`src/rtl/dispatch_queue_pkg.sv`:
```
// Shared definitions for the dispatch queue: lane count, data widths,
// queue depth, branch opcodes and the dispatch packet layout.
package dispatch_queue_pkg;

    localparam int N_WAY           = 3;
    localparam int XLEN            = 32;
    localparam int DQ_DEPTH        = 16;
    localparam int EX_BRANCH_UNITS = 1;

    localparam logic [6:0] OPC_BRANCH = 7'b1100011;
    localparam logic [6:0] OPC_JAL    = 7'b1101111;
    localparam logic [6:0] OPC_JALR   = 7'b1100111;

    typedef struct packed {
        logic            valid;
        logic [XLEN-1:0] pc;
        logic [31:0]     inst;
    } DISPATCH_PACKET_R10K;

    // Control-transfer instructions are tagged so the core can steer them
    // to a branch unit.
    function automatic logic is_branch_op(input logic [31:0] inst);
        return (inst[6:0] == OPC_BRANCH) ||
               (inst[6:0] == OPC_JAL)    ||
               (inst[6:0] == OPC_JALR);
    endfunction

endpackage

```
`src/rtl/dispatch_queue_if.sv`:
```
// Fetch-side and dispatch-side handshake of the dispatch queue.
// master: fetch unit plus core dispatch logic; slave: the queue itself.
interface dispatch_queue_if;
    import dispatch_queue_pkg::*;

    DISPATCH_PACKET_R10K fetch_packet [N_WAY];
    logic                fetch_valid;
    logic                fetch_ready;
    DISPATCH_PACKET_R10K dispatch_out [N_WAY];
    logic [N_WAY-1:0]    branch_inst;
    logic [N_WAY-1:0]    dispatched;

    modport master (
        output fetch_packet,
        output fetch_valid,
        output dispatched,
        input  fetch_ready,
        input  dispatch_out,
        input  branch_inst
    );

    modport slave (
        input  fetch_packet,
        input  fetch_valid,
        input  dispatched,
        output fetch_ready,
        output dispatch_out,
        output branch_inst
    );
endinterface

```
`src/rtl/dispatch_queue_lead_ones.sv`:
```
// dq_lead_ones: number of contiguous ones in a mask counted from bit 0.
// Used for the in-order pop count and the packed push count.
module dq_lead_ones #(
    parameter int W    = 3,
    parameter int CNTW = $clog2(W + 1)
) (
    input  logic [W-1:0]    mask,
    output logic [CNTW-1:0] count
);

    logic run;

    // Count stops at the first zero; ones above it are ignored.
    always_comb begin
        count = '0;
        run   = 1'b1;
        for (int i = 0; i < W; i++) begin
            if (!mask[i]) begin
                run = 1'b0;
            end
            if (run) begin
                count = CNTW'(i + 1);
            end
        end
    end

endmodule

```
`src/rtl/dispatch_queue.sv`:
```
// dispatch_queue: in-order circular instruction buffer between fetch and
// the core dispatch port. Pushes packed fetch groups, pops the leading run
// of dispatched lanes, flushes on branch_haz and issues a one-cycle redirect.
// Optional macro DISPATCH_QUEUE_PERF_EN adds saturating perf counters.
module dispatch_queue
    import dispatch_queue_pkg::*;
#(
    parameter int W     = N_WAY,
    parameter int DEPTH = DQ_DEPTH,
    parameter int CW    = $clog2(DEPTH + 1)
) (
    input  logic            clock,
    input  logic            reset,
    dispatch_queue_if.slave dq,
    input  logic            branch_haz,
    input  logic [XLEN-1:0] br_target_pc [EX_BRANCH_UNITS],
    output logic            redirect_valid,
    output logic [XLEN-1:0] redirect_pc
`ifdef DISPATCH_QUEUE_PERF_EN
    ,
    output logic [31:0]     perf_full_stall,
    output logic [31:0]     perf_empty,
    output logic [31:0]     perf_flush
`endif
);

    localparam int AW = $clog2(DEPTH);
    localparam int KW = $clog2(W + 1);

    logic [AW-1:0]       head;
    logic [AW-1:0]       tail;
    logic [CW-1:0]       count;
    DISPATCH_PACKET_R10K mem [DEPTH];

    logic [W-1:0]        lane_valid;
    logic [W-1:0]        fetch_mask;
    logic [W-1:0]        pop_mask;
    logic [KW-1:0]       pop_cnt;
    logic [KW-1:0]       push_cnt;
    logic                push_en;
    DISPATCH_PACKET_R10K entry;

    // Present the oldest W entries; valid comes from occupancy, not storage.
    always_comb begin
        entry = '0;
        for (int i = 0; i < W; i++) begin
            lane_valid[i]      = (CW'(i) < count);
            entry              = mem[head + AW'(i)];
            entry.valid        = lane_valid[i];
            dq.dispatch_out[i] = entry;
            dq.branch_inst[i]  = lane_valid[i] && is_branch_op(entry.inst);
            fetch_mask[i]      = dq.fetch_packet[i].valid;
        end
    end

    // Ready depends only on current occupancy so fetch never relies on a same-cycle pop.
    assign dq.fetch_ready = (count <= CW'(DEPTH - W));
    assign pop_mask       = dq.dispatched & lane_valid;
    assign push_en        = dq.fetch_valid && dq.fetch_ready;

    dq_lead_ones #(.W(W), .CNTW(KW)) u_pop_cnt (
        .mask  (pop_mask),
        .count (pop_cnt)
    );

    dq_lead_ones #(.W(W), .CNTW(KW)) u_push_cnt (
        .mask  (fetch_mask),
        .count (push_cnt)
    );

    // Pointer, occupancy and redirect state; a flush wins over push and pop.
    always_ff @(posedge clock or negedge reset) begin
        if (!reset) begin
            head           <= '0;
            tail           <= '0;
            count          <= '0;
            redirect_valid <= 1'b0;
            redirect_pc    <= '0;
        end else if (branch_haz) begin
            head           <= '0;
            tail           <= '0;
            count          <= '0;
            redirect_valid <= 1'b1;
            redirect_pc    <= br_target_pc[0];
        end else begin
            redirect_valid <= 1'b0;
            head           <= head + AW'(pop_cnt);
            if (push_en) begin
                tail  <= tail + AW'(push_cnt);
                count <= count - CW'(pop_cnt) + CW'(push_cnt);
            end else begin
                count <= count - CW'(pop_cnt);
            end
        end
    end

    // Entry storage; stale contents are masked by the occupancy-derived valid.
    always_ff @(posedge clock) begin
        if (push_en && !branch_haz) begin
            for (int i = 0; i < W; i++) begin
                if (KW'(i) < push_cnt) begin
                    mem[tail + AW'(i)] <= dq.fetch_packet[i];
                end
            end
        end
    end

`ifdef DISPATCH_QUEUE_PERF_EN
    // Saturating event counters; only reset clears them.
    always_ff @(posedge clock or negedge reset) begin
        if (!reset) begin
            perf_full_stall <= '0;
            perf_empty      <= '0;
            perf_flush      <= '0;
        end else begin
            if (dq.fetch_valid && !dq.fetch_ready && (perf_full_stall != '1)) begin
                perf_full_stall <= perf_full_stall + 32'd1;
            end
            if ((count == '0) && (perf_empty != '1)) begin
                perf_empty <= perf_empty + 32'd1;
            end
            if (branch_haz && (perf_flush != '1)) begin
                perf_flush <= perf_flush + 32'd1;
            end
        end
    end
`endif

endmodule

```
`src/flat_wrapper.sv`:
```
// flat-port wrapper written by rule: the top's interface ports become plain ports
module dispatch_queue_flat import dispatch_queue_pkg::*;
#(
    parameter int W     = N_WAY,
    parameter int DEPTH = DQ_DEPTH,
    parameter int CW    = $clog2(DEPTH + 1)
)
  (clock, reset, branch_haz, br_target_pc, redirect_valid, redirect_pc, dq_fetch_packet, dq_fetch_valid, dq_dispatched, dq_fetch_ready, dq_dispatch_out, dq_branch_inst);
  dispatch_queue_if dq_i ();
  input  logic clock;
  input  logic reset;
  input  logic branch_haz;
  input  logic [XLEN-1:0] br_target_pc[EX_BRANCH_UNITS];
  output logic redirect_valid;
  output logic [XLEN-1:0] redirect_pc;
  input wire logic [$bits(dq_i.fetch_packet)-1:0] dq_fetch_packet;
  input wire logic [$bits(dq_i.fetch_valid)-1:0] dq_fetch_valid;
  input wire logic [$bits(dq_i.dispatched)-1:0] dq_dispatched;
  output wire logic [$bits(dq_i.fetch_ready)-1:0] dq_fetch_ready;
  output wire logic [$bits(dq_i.dispatch_out)-1:0] dq_dispatch_out;
  output wire logic [$bits(dq_i.branch_inst)-1:0] dq_branch_inst;
  assign dq_i.fetch_packet = {>>{dq_fetch_packet}};
  assign dq_i.fetch_valid = dq_fetch_valid;
  assign dq_i.dispatched = dq_dispatched;
  assign dq_fetch_ready = dq_i.fetch_ready;
  assign dq_dispatch_out = {>>{dq_i.dispatch_out}};
  assign dq_branch_inst = dq_i.branch_inst;
  dispatch_queue #(.W(W), .DEPTH(DEPTH), .CW(CW)) u_core (.clock(clock), .reset(reset), .dq(dq_i), .branch_haz(branch_haz), .br_target_pc(br_target_pc), .redirect_valid(redirect_valid), .redirect_pc(redirect_pc));
endmodule
```
`config.mk`:
```
export PLATFORM = sky130hd
export DESIGN_NAME = dispatch_queue_flat
export DESIGN_NICKNAME = d
export VERILOG_FILES = /design/src/rtl/dispatch_queue_pkg.sv /design/src/rtl/dispatch_queue_if.sv /design/src/rtl/dispatch_queue_lead_ones.sv /design/src/rtl/dispatch_queue.sv /design/src/flat_wrapper.sv
export SDC_FILE = /design/constraint.sdc
export NUM_CORES = 2
export LEC_CHECK = 0
export CORE_MARGIN = 3
export CORE_UTILIZATION = 55
export CTS_CLUSTER_DIAMETER = 50
export CTS_CLUSTER_SIZE = 20
export DETAILED_ROUTE_END_ITERATION = 8
export PLACE_DENSITY = 0.75
export SYNTH_ARGS = -nofsm -noshare
export SYNTH_HDL_FRONTEND = slang
export SYNTH_HIERARCHICAL = 1
export SYNTH_SLANG_ARGS = --single-unit
```
`constraint.sdc`:
```
create_clock -name clock -period 11.44 [get_ports clock]
set_clock_uncertainty 0.2 [all_clocks]
set_input_delay 1.716 -clock clock [delete_from_list [all_inputs] [get_ports clock]]
set_output_delay 1.716 -clock clock [all_outputs]
set_load 0.01 [all_outputs]
```
Yosys cells after proc, flatten, opt, wreduce, memory -nomap -nowiden
Memories as Yosys holds them, arrays and structs flattened.
Cells that the tools add are included.
Storage, ports and cells
  output and inout port bits: 232
  bits in writable memories: 1040
  memories: 1
  word-level logic and storage cells: 71
  input bits: 234
  bits in registers: 46
Memory list
  u_core.mem: depth 16, width 65, read ports 3, clocked after Yosys merged registers in 0, wr ports 3, line dispatch_queue.sv:33  | DISPATCH_PACKET_R10K mem [DEPTH];
Cells by class
  multiplexer cells: 27
  add/subtract/negate cells: 8
  magnitude comparators: 7
  reduce and logical (&&, ||, !) cells: 13
  bitwise operators: 1
  equality and inequality tests: 9
Operators by type and width (count)
  $eq A7 B7 Y1 const B: 9
  $mux W1: 18
  $mux W4: 3
  $lt A1 B5 Y1 const A: 2
  $mux W5: 2
  $add A4 B1 Y4 const B: 2
  $add A4 B2 Y4: 2
  $add A4 B2 Y4 const B: 2
  $mux W2: 4
  $logic_or A1 B1 Y1: 6
  $add A5 B2 Y5: 1
  $le A5 B4 Y1 const B: 1
  $logic_and A1 B1 Y1: 5
  $lt A2 B5 Y1 const A: 1
  $sub A5 B2 Y5: 1
  $lt A1 B2 Y1 const A: 2
  $and A3 B3 Y3: 1
  $lt A2 B2 Y1 const A: 1
  $reduce_bool A2 Y1: 1
  $logic_not A1 Y1: 1

Depth between registers and ports, before layout
  depth in word-level cells: 10
  gate-level depth with buffers: 12
  depth with buffers taken out: 12

Hierarchy
The synthesis kept the hierarchy.
Modules (own cells, without submodules)
  dispatch_queue: sequential area each 31900.6 µm², area each 78305.1 µm², times used 1, cells each 6199
  dq_lead_ones: sequential area each 0.0 µm², area each 17.5 µm², times used 2, cells each 3

Worst setup path after synthesis
No wires, ideal clock.
  path type: input-to-reg
  from: input dq_fetch_packet[194]
  to: memory u_core/mem[8][0] in the netlist's numbering (enable)
  data arrival time: 4871 ps
  stages: 8
  path slack: 5933 ps
  required time: 10804 ps
  cell sequence: and2_1 -> nor2b_1 -> and3_2 -> nand2_4 -> nor4_4 -> buf_4 -> buf_2 -> a311o_1
RTL lines
  start, declared: line flat_wrapper.sv:16  | input wire logic [$bits(dq_i.fetch_packet)-1:0] dq_fetch_packet;
  end, declared: line dispatch_queue.sv:33

Worst setup path in the final report
  from: register u_core.head[0]
  to: output dq_dispatch_out[159]
On the way
  longest elaborated chain between the ends: 1
Ends and longest elaborated chain
  start, declared: line dispatch_queue.sv:30  | logic [AW-1:0] head;
  start signal, assigned: line dispatch_queue.sv:87  | head <= head + AW'(pop_cnt);
  $mem_v2 Z16 W65
  end, declared: line flat_wrapper.sv:20  | output wire logic [$bits(dq_i.dispatch_out)-1:0] dq_dispatch_out;
Every way passes these cells.

==> run metrics <==
num ports 466; hold wc startpoint u_core/redirect_pc[4]; via count of the first global-routing pass 59,300; Num CTS Buffers 137; Crit path max-delay family buffers and inverters; CTS tree done; highest clock rate 0.119 GHz; syn nets 6,454; worst r2r src u_core/tail[2]; P&R area growth vs syn 11.9%; Post-synth EDFFs 1,024; Syn Area/Cell 12.6 um2; worst hold path type reg -> reg; Critical Path AT 6.46 ns; Synth cell types 55; Crit. End Element primary output; Slew HR 1.16%; Final Setup Violations 0; Filler Cell Count 10,200; Max FO, Critical Path 133; DIE AREA 147,000 um2; Initial Util 55.8%; cts repair resizes 0; status complete, no violations; share of the synthesized area in the top cell type 39.3%; vias 61,100; Synth area leaders edfxtp_1 (39%), mux4_2 (27%), mux2i_1 (13%); Critical Path RT 9.52 ns; Finished Layout Cells 8,131; Post-DP HPWL 162 mm; R2R cell count 6; number of cell rows 137; worst-skew pair later-pin latency 0.79 ns; Inst Count DP 7,846; antenna violations before repair 67; setup TNS 0 ns; 1st-iter DRT viols 10,200; Post-synth ARST share 4.30%; clock sinks 1,070; Pre-antenna DRT Iters 7; share of cells above drive strength 1 22.3%; Routed Antenna Nets 0; synthesized area 78,300 um2; core area 140,000 um2; Post-CTS Setup Repair Bufs 0; Worst Hold End u_core/redirect_pc[4]; RSZ-0062 raised after global routing false; pin count of the biggest net entering global routing 216; vias per cell 7.52; clk root buf clkbuf_16; IO Port Bufs 465; R2R Setup Slk 5.80 ns; final routed DRC violation total 0; P_leak 23.8 nW; Post-synth top flop edfxtp_1; H-tree levels 4; nets 6,358; worst slew pin tran 1.48 ns; grt ovf 0; die width 383 um; Seq cells post-synth 1,070; worst-case clock buffer depth 3; area of the multi-input gates 43,000 um2; Buf/Inv on CP 4; CTS Hold Bufs 0; post-synth top area cell edfxtp_1; crit path launch type flop; Routed Wire Length 292 mm; final period utilization 73.2%; Yosys warning total 6; hold depth 1; RD Place Congestion 0.880; WHS 0.306 ns; first-pass GRT wire length 417 mm; Seq/Total Area, Yosys 40.7%; max-slew violation count 0; Hold Fails Final Rpt 0; most frequent cells in the layout nand2_1 (1,066), mux2i_1 (1,046), edfxtp_1 (1,024); slowest CP cell dfrtp_4; Min Clock Period, post-route 8.38 ns; critical setup path kind reg -> out; instance count on the critical path 6; worst-path cell chain buf_4, buf_12, buf_4, mux4_2, mux4_2, clkdlybuf4s50_1; # Max-Cap Violations 0; register area 31,900 um2; GR Util All Layers 39.2%; Cells after Synth 6,205; Final Util 62.5%; worst vdd ir 0.000194 V; pwr/cell area 176 nW/um2; CP max stage delay 1.16 ns; Routed WL per cell 35.9 um; die height 383 um; r2r endpoint u_core/mem[14][33]; commonest non-fill, non-tap cell in the layout nand2_1; Worst-path clk slew 0.06 ns
## kinds of logic (layout without fill, tap and decap cells)
| family | Yosys count | after routing | share of synthesized area [%] |
|---|---|---|---|
| multiplexers | 2023 | 2023 | 41.0 |
| buffers and inverters | 827 | 842 | 4.80 |
| flip-flops | 1070 | 1070 | 40.7 |
| XOR/XNOR | 17 | 17 | 0.219 |
| AND/OR/NAND/NOR | 1186 | 1186 | 6.08 |
| other | 0 | 35 | 0 |
| AO/OA/AOI/OAI | 1067 | 1067 | 6.93 |
| adder cells (fa/ha/maj) | 15 | 15 | 0.278 |
## metal layers
| metal | share of wire [%] | vias up | GRT usage, % | routed length [um] |
|---|---|---|---|---|
| li1 | - | 24000 | - | - |
| met1 | 32 | 29800 | 50.1 | 93000 |
| met2 | 43 | 5979 | 57.0 | 126000 |
| met3 | 18 | 1303 | 14.5 | 51200 |
| met4 | 7.2 | 58 | 24.0 | 20900 |
| met5 | 0.13 | - | 0 | 379 |
## worst max path at each step
stage | to | slack, ns | start
floorplan | u_core/mem[8][0] | 5.93 | dq_fetch_packet[194]
global placement | dq_dispatch_out[159] | 3.95 | u_core/head[0]
detailed placement | dq_dispatch_out[159] | 3.82 | u_core/head[0]
CTS | dq_dispatch_out[159] | 2.98 | u_core/head[0]
global route | dq_dispatch_out[94] | 2.54 | u_core/head[0]
finish | dq_dispatch_out[159] | 3.06 | u_core/head[0]
## synth_stat cells, drive strengths merged (8+ instances only)
cell type  instances
nand3              9
a21oi             16
a211oi             8
edfxtp          1024
o21ai           1028
mux2              34
or3                8
ha                11
mux2i           1046
nor2b             14
nand2           1067
nor3              17
inv                9
clkbuf           480
nor2              38
mux4             943
buf              338
xnor2             10
dfrtp             46
## power breakdown
group          switching [mW]  total [mW]  leakage (nW)  internal, mW
sequential              0.140        4.51          9.77          4.37
combinational            3.06        6.37          11.8          3.31
clock                    1.94        4.51          2.26          2.57
## through the flow
step           worst slack (ns)  total power, mW  area (um2)
3_5_place_dp               3.82             10.8       82900
5_1_grt                    2.54             15.8       87600
6_report                   3.06             15.4       87700
4_1_cts                    2.98             15.3       87600
3_3_place_gp               3.95             10.7       82900
2_1_floorplan              5.93             8.62       78300
## cell type report
| type | instances | area share [%] |
|---|---|---|
| antenna | 35 | 0.0999 |
| clock buffer | 153 | 4.15 |
| clock inverter | 97 | 1.19 |
| inverter | 9 | 0.0385 |
| multi-input combinational | 4308 | 49.0 |
| sequential | 1070 | 36.4 |
| tap | 1876 | 2.68 |
| timing repair buffer | 583 | 6.41 |
## worst register-to-register path: cells and delay by family (launching register included)
kind,cells,cell delay [ns]
buf+inv,2,1.75
simple gates,3,1.58
flops,1,0.67
fa+ha+maj,1,0.99
## registers in the layout (all words and copies together), names as in the netlist
name                   flops
u_core/mem              1024
u_core/redirect_pc        32
u_core/count               5
u_core/head                4
u_core/tail                4
u_core/redirect_valid      1
(Power assumes the default switching activity.)
